**config.mk**
```make
export PLATFORM = sky130hd
export DESIGN_NAME = secded_stream_decoder
export DESIGN_NICKNAME = d
export VERILOG_FILES = /design/src/rtl/secded_pkg.sv /design/src/rtl/secded_syndrome.sv /design/src/rtl/secded_stream_decoder.sv
export SDC_FILE = /design/constraint.sdc
export NUM_CORES = 1
export LEC_CHECK = 0
export ABC_AREA = 1
export BUFFER_PORTS_ARGS = -buffer_cell sky130_fd_sc_hd__buf_2
export CAP_MARGIN = 20
export CORE_ASPECT_RATIO = 1.2
export CORE_MARGIN = 4
export CORE_UTILIZATION = 36
export DETAILED_ROUTE_END_ITERATION = 8
export GPL_ROUTABILITY_DRIVEN = 0
export PLACE_DENSITY = 0.61
export SYNTH_ARGS = -nofsm -noshare
export SYNTH_HDL_FRONTEND = slang
export SYNTH_SLANG_ARGS = --single-unit
```
**constraint.sdc**
```tcl
create_clock -name clk_i -period 2.2 [get_ports clk_i]
set_clock_uncertainty 0.1 [all_clocks]
set_input_delay 0 -clock clk_i [delete_from_list [all_inputs] [get_ports clk_i]]
set_output_delay 0 -clock clk_i [all_outputs]
set_load 0.01 [all_outputs]
```
**src/rtl/secded_pkg.sv**
```systemverilog
// secded_pkg: SECDED geometry helpers and the decoder's error-class encoding.
package secded_pkg;
  typedef enum logic [1:0] {CLEAN, SB, SB_P0, DB} err_class_e;
  function automatic int calc_m(input int k);
    int m = 1;
    while ((1 << m) < m + k + 1) m++;
    return m;
  endfunction
  function automatic int calc_n(input int k);
    return calc_m(k) + k;
  endfunction
  // Hamming position of data bit idx: the idx-th non-power-of-two position from 3 up.
  function automatic int data_pos(input int idx);
    int c = 0;
    int r = 0;
    for (int p = 3; p <= idx + 40; p++)
      if ((p & (p - 1)) != 0) begin
        if (c == idx && r == 0) r = p;
        c++;
      end
    return r;
  endfunction
endpackage

```
**src/rtl/secded_syndrome.sv**
```systemverilog
// secded_syndrome: combinational Hamming syndrome S and overall parity P of a codeword.
module secded_syndrome import secded_pkg::*; #(
  parameter int K = 4,
  localparam int M = calc_m(K),
  localparam int N = calc_n(K)
) (
  input  logic [N:0] code,
  output logic [M:0] sp
);
  logic [M-1:0] s;
  always_comb begin
    s = '0;
    for (int j = 0; j < M; j++)
      for (int i = 1; i <= N; i++)
        if (((i >> j) & 1) != 0) s[j] = s[j] ^ code[i];
  end
  assign sp = {s, ^code};
endmodule

```
**src/rtl/secded_stream_decoder.sv**
```systemverilog
// secded_stream_decoder: two-stage valid/ready SECDED corrector with saturating error counters and first-error log.
module secded_stream_decoder import secded_pkg::*; #(
  parameter int K = 4,
  parameter int CNT_W = 16,
  localparam int M = calc_m(K),
  localparam int N = calc_n(K)
) (
  input  logic             clk_i,
  input  logic             rst_i,
  input  logic             s_valid_i,
  output logic             s_ready_o,
  input  logic [N:0]       s_code_i,
  output logic             m_valid_o,
  input  logic             m_ready_i,
  output logic [K-1:0]     m_data_o,
  output logic             m_sb_err_o,
  output logic             m_db_err_o,
  output logic             m_sb_fix_o,
  output logic [M:0]       m_syndrome_o,
  input  logic             cnt_clr_i,
  output logic [CNT_W-1:0] sb_cnt_o,
  output logic [CNT_W-1:0] db_cnt_o,
  output logic             log_valid_o,
  output logic [M:0]       log_syndrome_o
);
  logic rdy_en, s1_valid, s1_load, m_load, fire, par;
  logic [M:0] sp, s1_sp;
  logic [M-1:0] syn_s;
  logic [K-1:0] raw, s1_raw, fixed;
  err_class_e cls;
  secded_syndrome #(.K(K)) u_syn (.code(s_code_i), .sp(sp));
  for (genvar i = 0; i < K; i++) begin : g_raw
    assign raw[i] = s_code_i[data_pos(i)];
  end
  assign m_load = !m_valid_o || m_ready_i;
  assign s1_load = !s1_valid || m_load;
  // Held low through reset and for the first cycle after it.
  assign s_ready_o = rdy_en && s1_load;
  assign syn_s = s1_sp[M:1];
  assign par = s1_sp[0];
  assign cls = par ? (syn_s == '0 ? SB_P0 : (int'(syn_s) <= N ? SB : DB))
                   : (syn_s == '0 ? CLEAN : DB);
  for (genvar i = 0; i < K; i++) begin : g_fix
    assign fixed[i] = s1_raw[i] ^ (cls == SB && syn_s == M'(data_pos(i)));
  end
  always_ff @(posedge clk_i or posedge rst_i)
    if (rst_i) begin
      rdy_en   <= 1'b0;
      s1_valid <= 1'b0;
      s1_raw   <= '0;
      s1_sp    <= '0;
    end else begin
      rdy_en <= 1'b1;
      if (s1_load) s1_valid <= s_valid_i && s_ready_o;
      if (s_valid_i && s_ready_o) begin
        s1_raw <= raw;
        s1_sp  <= sp;
      end
    end
  always_ff @(posedge clk_i or posedge rst_i)
    if (rst_i) begin
      m_valid_o    <= 1'b0;
      m_data_o     <= '0;
      m_sb_err_o   <= 1'b0;
      m_db_err_o   <= 1'b0;
      m_sb_fix_o   <= 1'b0;
      m_syndrome_o <= '0;
    end else if (m_load) begin
      m_valid_o <= s1_valid;
      if (s1_valid) begin
        m_data_o     <= fixed;
        m_sb_err_o   <= cls == SB || cls == SB_P0;
        m_db_err_o   <= cls == DB;
        m_sb_fix_o   <= cls == SB || cls == SB_P0;
        m_syndrome_o <= s1_sp;
      end
    end
  assign fire = m_valid_o && m_ready_i;
  always_ff @(posedge clk_i or posedge rst_i)
    if (rst_i) begin
      sb_cnt_o       <= '0;
      db_cnt_o       <= '0;
      log_valid_o    <= 1'b0;
      log_syndrome_o <= '0;
    end else if (cnt_clr_i) begin
      sb_cnt_o       <= '0;
      db_cnt_o       <= '0;
      log_valid_o    <= 1'b0;
      log_syndrome_o <= '0;
    end else if (fire) begin
      if (m_sb_err_o && ~&sb_cnt_o) sb_cnt_o <= sb_cnt_o + 1'b1;
      if (m_db_err_o && ~&db_cnt_o) db_cnt_o <= db_cnt_o + 1'b1;
      if ((m_sb_err_o || m_db_err_o) && !log_valid_o) begin
        log_valid_o    <= 1'b1;
        log_syndrome_o <= m_syndrome_o;
      end
    end
endmodule

```
==> impl_metrics.xml <==
<?xml version="1.0" encoding="UTF-8"?>
<metrics>
  <group name="routing">
    <metric name="drt.antenna.violating_nets" unit="">0</metric>
    <metric name="via_count" unit="">3349</metric>
    <metric name="routedWlPerCell" unit="microns">12.0</metric>
    <metric name="via_per_inst" unit="">4.66</metric>
    <metric name="drtPass1Iterations" unit="">4</metric>
    <metric name="routed_wire_length" unit="microns">8610</metric>
    <metric name="drc" unit="">0</metric>
    <metric name="first_iter_violations" unit="">137</metric>
  </group>
  <group name="power_and_ir_drop">
    <metric name="leak_pwr" unit="nW">2.28</metric>
    <metric name="cellPowerDensity" unit="mW/mm^2">722</metric>
    <metric name="vdd_drop_max" unit="V">0.000515</metric>
  </group>
  <group name="cts">
    <metric name="tritoncts_sinks" unit="">58</metric>
    <metric name="htreeDepth" unit="">3</metric>
    <metric name="cts-buffers-inserted" unit="">9</metric>
    <metric name="cts-root-to-sink-buffers" unit="">2</metric>
    <metric name="cts_setup_buffers" unit="">0</metric>
    <metric name="clock_latency" unit="ns">0.33</metric>
    <metric name="tritoncts" unit="">yes</metric>
    <metric name="clk_root_buffer_cell" unit="">sky130_fd_sc_hd__clkbuf_16</metric>
    <metric name="clkSlewWorstSetupHoldPaths" unit="ns">0.06</metric>
  </group>
  <group name="sta">
    <metric name="final.setup.worst_slack" unit="ns">0.342</metric>
    <metric name="timing.final.max_slew_violations" unit="">0</metric>
    <metric name="fin_tns_setup" unit="ns">0</metric>
    <metric name="holdWs" unit="ns">0.0191</metric>
    <metric name="min_period_over_period" unit="">0.845</metric>
    <metric name="grt_setup_unrepaired" unit="">false</metric>
    <metric name="timing.final.hold_violations" unit="">0</metric>
    <metric name="crit_path_time_final" unit="ns">1.86</metric>
    <metric name="tightestPinTransition" unit="ns">0.676</metric>
    <metric name="report.final.setup_viol" unit="">0</metric>
    <metric name="timing.max_slew.rel_slack" unit="">0.549</metric>
    <metric name="max_clock_freq" unit="GHz">0.538</metric>
  </group>
  <group name="yosys">
    <metric name="netlist_area" unit="sq mm">0.00374</metric>
    <metric name="syn_area_per_cell" unit="sq um">7.29</metric>
    <metric name="synthCells" unit="">513</metric>
    <metric name="synth-seq-area-share" unit="">0.388</metric>
    <metric name="ffs_latches_synth" unit="">58</metric>
    <metric name="synth_cell_types" unit="">33</metric>
    <metric name="synth.net_count" unit="">528</metric>
    <metric name="synth.yosys.warnings" unit="">0</metric>
  </group>
  <group name="run_status">
    <metric name="status" unit="">finished, final reports clean</metric>
  </group>
  <group name="finish">
    <metric name="final_layout_size_suffix_gt1_frac" unit="">0.258</metric>
    <metric name="fin_nets" unit="">603</metric>
    <metric name="areaGrowthSynthToFinish" unit="%">22.7</metric>
    <metric name="num_antenna_cells" unit="">0</metric>
    <metric name="final_design_instance_area_without_fill" unit="sq mm">0.00459</metric>
    <metric name="finish.cell_count_without_fillers" unit="">719</metric>
  </group>
  <group name="setup_path">
    <metric name="critPathArrivalTime" unit="ns">2.02</metric>
    <metric name="timing.critical_path.fanout_max" unit="">9</metric>
    <metric name="cp_data_required_time" unit="ns">2.37</metric>
    <metric name="timing_worst_setup_path_type" unit="">reg -&gt; reg</metric>
    <metric name="critical_path.startpoint_type" unit="">flip-flop</metric>
    <metric name="worst_setup_path_end_kind" unit="">flip-flop</metric>
  </group>
  <group name="die">
    <metric name="floorplan.die_area" unit="sq mm">0.0121</metric>
    <metric name="core_region_area" unit="sq mm">0.0101</metric>
    <metric name="start_util" unit="">0.370</metric>
    <metric name="io_pins" unit="">63</metric>
    <metric name="floorplan.rows" unit="">40</metric>
    <metric name="die-width" unit="microns">101</metric>
    <metric name="die_height" unit="microns">120</metric>
  </group>
  <group name="placed_design">
    <metric name="dp_hpwl" unit="microns">6310</metric>
    <metric name="dp.cells" unit="">691</metric>
    <metric name="placed_area" unit="sq mm">0.00414</metric>
    <metric name="placement.io_buffers" unit="">62</metric>
    <metric name="placement.setup.worst_slack" unit="ns">0.416</metric>
  </group>
  <group name="min_path">
    <metric name="worstHoldPathType" unit="">in -&gt; reg</metric>
  </group>
  <group name="global_routing">
    <metric name="grt_antenna_before_repair" unit="">0</metric>
    <metric name="grt.total_usage" unit="">0.150</metric>
    <metric name="grt_max_degree" unit="">32</metric>
    <metric name="gr-total-overflow" unit="">0</metric>
    <metric name="grt_first_pass_wirelength" unit="microns">14800</metric>
    <metric name="grt_pass1_vias" unit="">3295</metric>
  </group>
  <group name="flow_run">
    <metric name="maxCapViolCount" unit="">0</metric>
  </group>
</metrics>
==> sequential cells by signal, summed over array words and instances, names as in the netlist <==
register / count
db_cnt_o: 16
sb_cnt_o: 16
log_syndrome_o: 4
m_data_o: 4
m_syndrome_o: 4
s1_raw: 4
s1_sp: 4
log_valid_o: 1
m_db_err_o: 1
m_sb_fix_o: 1
m_valid_o: 1
rdy_en: 1
s1_valid: 1
==> repair_timing <==
| item | in CTS | in global routing |
|---|---|---|
| endpoints found under the hold margin | 45 | 0 |
| hold buffers | 12 | 0 |
| setup endpoints to repair | 0 | 0 |
| resized for setup | 0 | 0 |
==> path summary, 6_finish.rpt <==
path / cells past startpoint / slack [ns] / end / startpoint
worst max-delay path: 6 / 0.34 / s1_raw[1] / m_valid_o
worst min-delay path: 5 / 0.02 / s1_sp[1] / s_code_i[1]
worst max register to register: 6 / 0.34 / s1_raw[1] / m_valid_o
worst min register to register: 2 / 0.39 / s1_raw[2] / s1_raw[2]
max in group asynchronous: 4 / 1.18 / db_cnt_o[15] / rst_i
min in group asynchronous: 3 / 0.23 / m_data_o[2] / rst_i
==> power by group <==
| group | leakage (nW) | total (mW) | internal (mW) | switching, mW |
|---|---|---|---|---|
| combinational | 1.35 | 0.524 | 0.195 | 0.329 |
| clock | 0.153 | 1.53 | 1.00 | 0.528 |
| sequential | 0.772 | 1.26 | 1.18 | 0.0833 |
| total | 2.28 | 3.31 | 2.37 | 0.940 |
==> layer usage <==
metal  GRT usage  vias to the layer above  routed length (microns)
li1            -                     1712                        -
met1       0.181                     1556                     3750
met5           0                        -                        0
met2       0.258                       69                     4390
met3      0.0291                       12                      312
met4      0.0615                        0                      166
==> final cells by class <==
| type | instances | area [sq um] |
|---|---|---|
| repair buffers | 76 | 458 |
| well taps | 126 | 158 |
| fillers | 1063 | 5520 |
| inverters | 88 | 332 |
| clock buffers | 9 | 225 |
| clock inverters | 7 | 101 |
| flip-flops and latches | 58 | 1450 |
| multi-input cells | 355 | 1860 |
==> placed cells by master, fill, tap and decap left out, types with 2 or more instances in the layout <==
cell                            count
sky130_fd_sc_hd__nand2_1          141
sky130_fd_sc_hd__inv_1             77
sky130_fd_sc_hd__buf_2             62
sky130_fd_sc_hd__dfrtp_1           58
sky130_fd_sc_hd__nor2_1            55
sky130_fd_sc_hd__nand3_1           52
sky130_fd_sc_hd__nor2_2            15
sky130_fd_sc_hd__nand3_2           15
sky130_fd_sc_hd__nand2_2           13
sky130_fd_sc_hd__dlygate4sd3_1     12
sky130_fd_sc_hd__nor2_4            11
sky130_fd_sc_hd__o21ai_0           11
sky130_fd_sc_hd__inv_2              9
sky130_fd_sc_hd__xnor2_1            9
sky130_fd_sc_hd__clkbuf_16          9
sky130_fd_sc_hd__xor2_1             8
sky130_fd_sc_hd__nand2_4            4
sky130_fd_sc_hd__o21ai_1            3
sky130_fd_sc_hd__a21oi_1            3
sky130_fd_sc_hd__nand4_1            3
sky130_fd_sc_hd__nor2_8             2
sky130_fd_sc_hd__a21oi_2            2
sky130_fd_sc_hd__ha_1               2
sky130_fd_sc_hd__bufinv_16          2
sky130_fd_sc_hd__inv_6              2
sky130_fd_sc_hd__clkinvlp_4         2
==> synth_stat cells <==
cell type                  instances  share of area
sky130_fd_sc_hd__inv_2             8         0.0080
sky130_fd_sc_hd__a22o_1            1         0.0023
sky130_fd_sc_hd__inv_1            78          0.078
sky130_fd_sc_hd__xnor2_1           9          0.021
sky130_fd_sc_hd__dfrtp_1          58           0.39
sky130_fd_sc_hd__buf_8             1         0.0040
sky130_fd_sc_hd__nand2_1         141           0.14
sky130_fd_sc_hd__nand2_2          13          0.022
sky130_fd_sc_hd__or2_2             1         0.0017
sky130_fd_sc_hd__nor2_2           15          0.025
sky130_fd_sc_hd__o21ai_1           3         0.0040
sky130_fd_sc_hd__o21ai_0          11          0.015
sky130_fd_sc_hd__nand3_1          52          0.070
sky130_fd_sc_hd__buf_4             3         0.0060
sky130_fd_sc_hd__nor2_1           55          0.055
sky130_fd_sc_hd__buf_2             3         0.0040
sky130_fd_sc_hd__a21oi_2           2         0.0047
sky130_fd_sc_hd__nor2_8            2          0.011
sky130_fd_sc_hd__xor2_1            8          0.019
sky130_fd_sc_hd__clkinv_2          1         0.0013
sky130_fd_sc_hd__nand4_1           3         0.0050
sky130_fd_sc_hd__nor2_4           11          0.033
sky130_fd_sc_hd__conb_1            1         0.0010
sky130_fd_sc_hd__nand3b_1          1         0.0020
sky130_fd_sc_hd__nor3_1            1         0.0013
sky130_fd_sc_hd__clkbuf_1          2         0.0020
sky130_fd_sc_hd__buf_6             3         0.0090
sky130_fd_sc_hd__ha_1              2         0.0067
sky130_fd_sc_hd__nand2_4           4          0.012
sky130_fd_sc_hd__nand3_2          15          0.040
sky130_fd_sc_hd__o31ai_1           1         0.0020
sky130_fd_sc_hd__a21oi_1           3         0.0040
sky130_fd_sc_hd__clkinv_1          1         0.0010
==> critical path: stages (launching register included) <==
cell and delay [ns]:
sky130_fd_sc_hd__dfrtp_1 0.41, sky130_fd_sc_hd__nand3_1 0.16, sky130_fd_sc_hd__nand2_1 0.11, sky130_fd_sc_hd__nor2_2 0.28, sky130_fd_sc_hd__nand2_1 0.10, sky130_fd_sc_hd__dlygate4sd3_1 0.57, sky130_fd_sc_hd__nand2_1 0.06
==> metrics by stage <==
step / power [mW] / utilization
after floorplan: 1.62 / -
after global placement: 1.79 / 0.410
after detailed placement: 1.79 / 0.410
after CTS: 3.36 / 0.454
after global routing: 3.48 / 0.454
final: 3.31 / 0.454
==> logic make-up (layout without fill, tap and decap cells) <==
family	Yosys count	in the layout	share of synthesized area
AOI/OAI and AO/OA	21	21	0.0318
xor gates and xnor gates	17	17	0.0398
adders and majority gates	2	2	0.00669
buffers and inverters	100	180	0.114
DFF	58	58	0.388
other	1	1	0.00100
and+or+nand+nor	314	314	0.419
(Power assumes the default switching activity.)
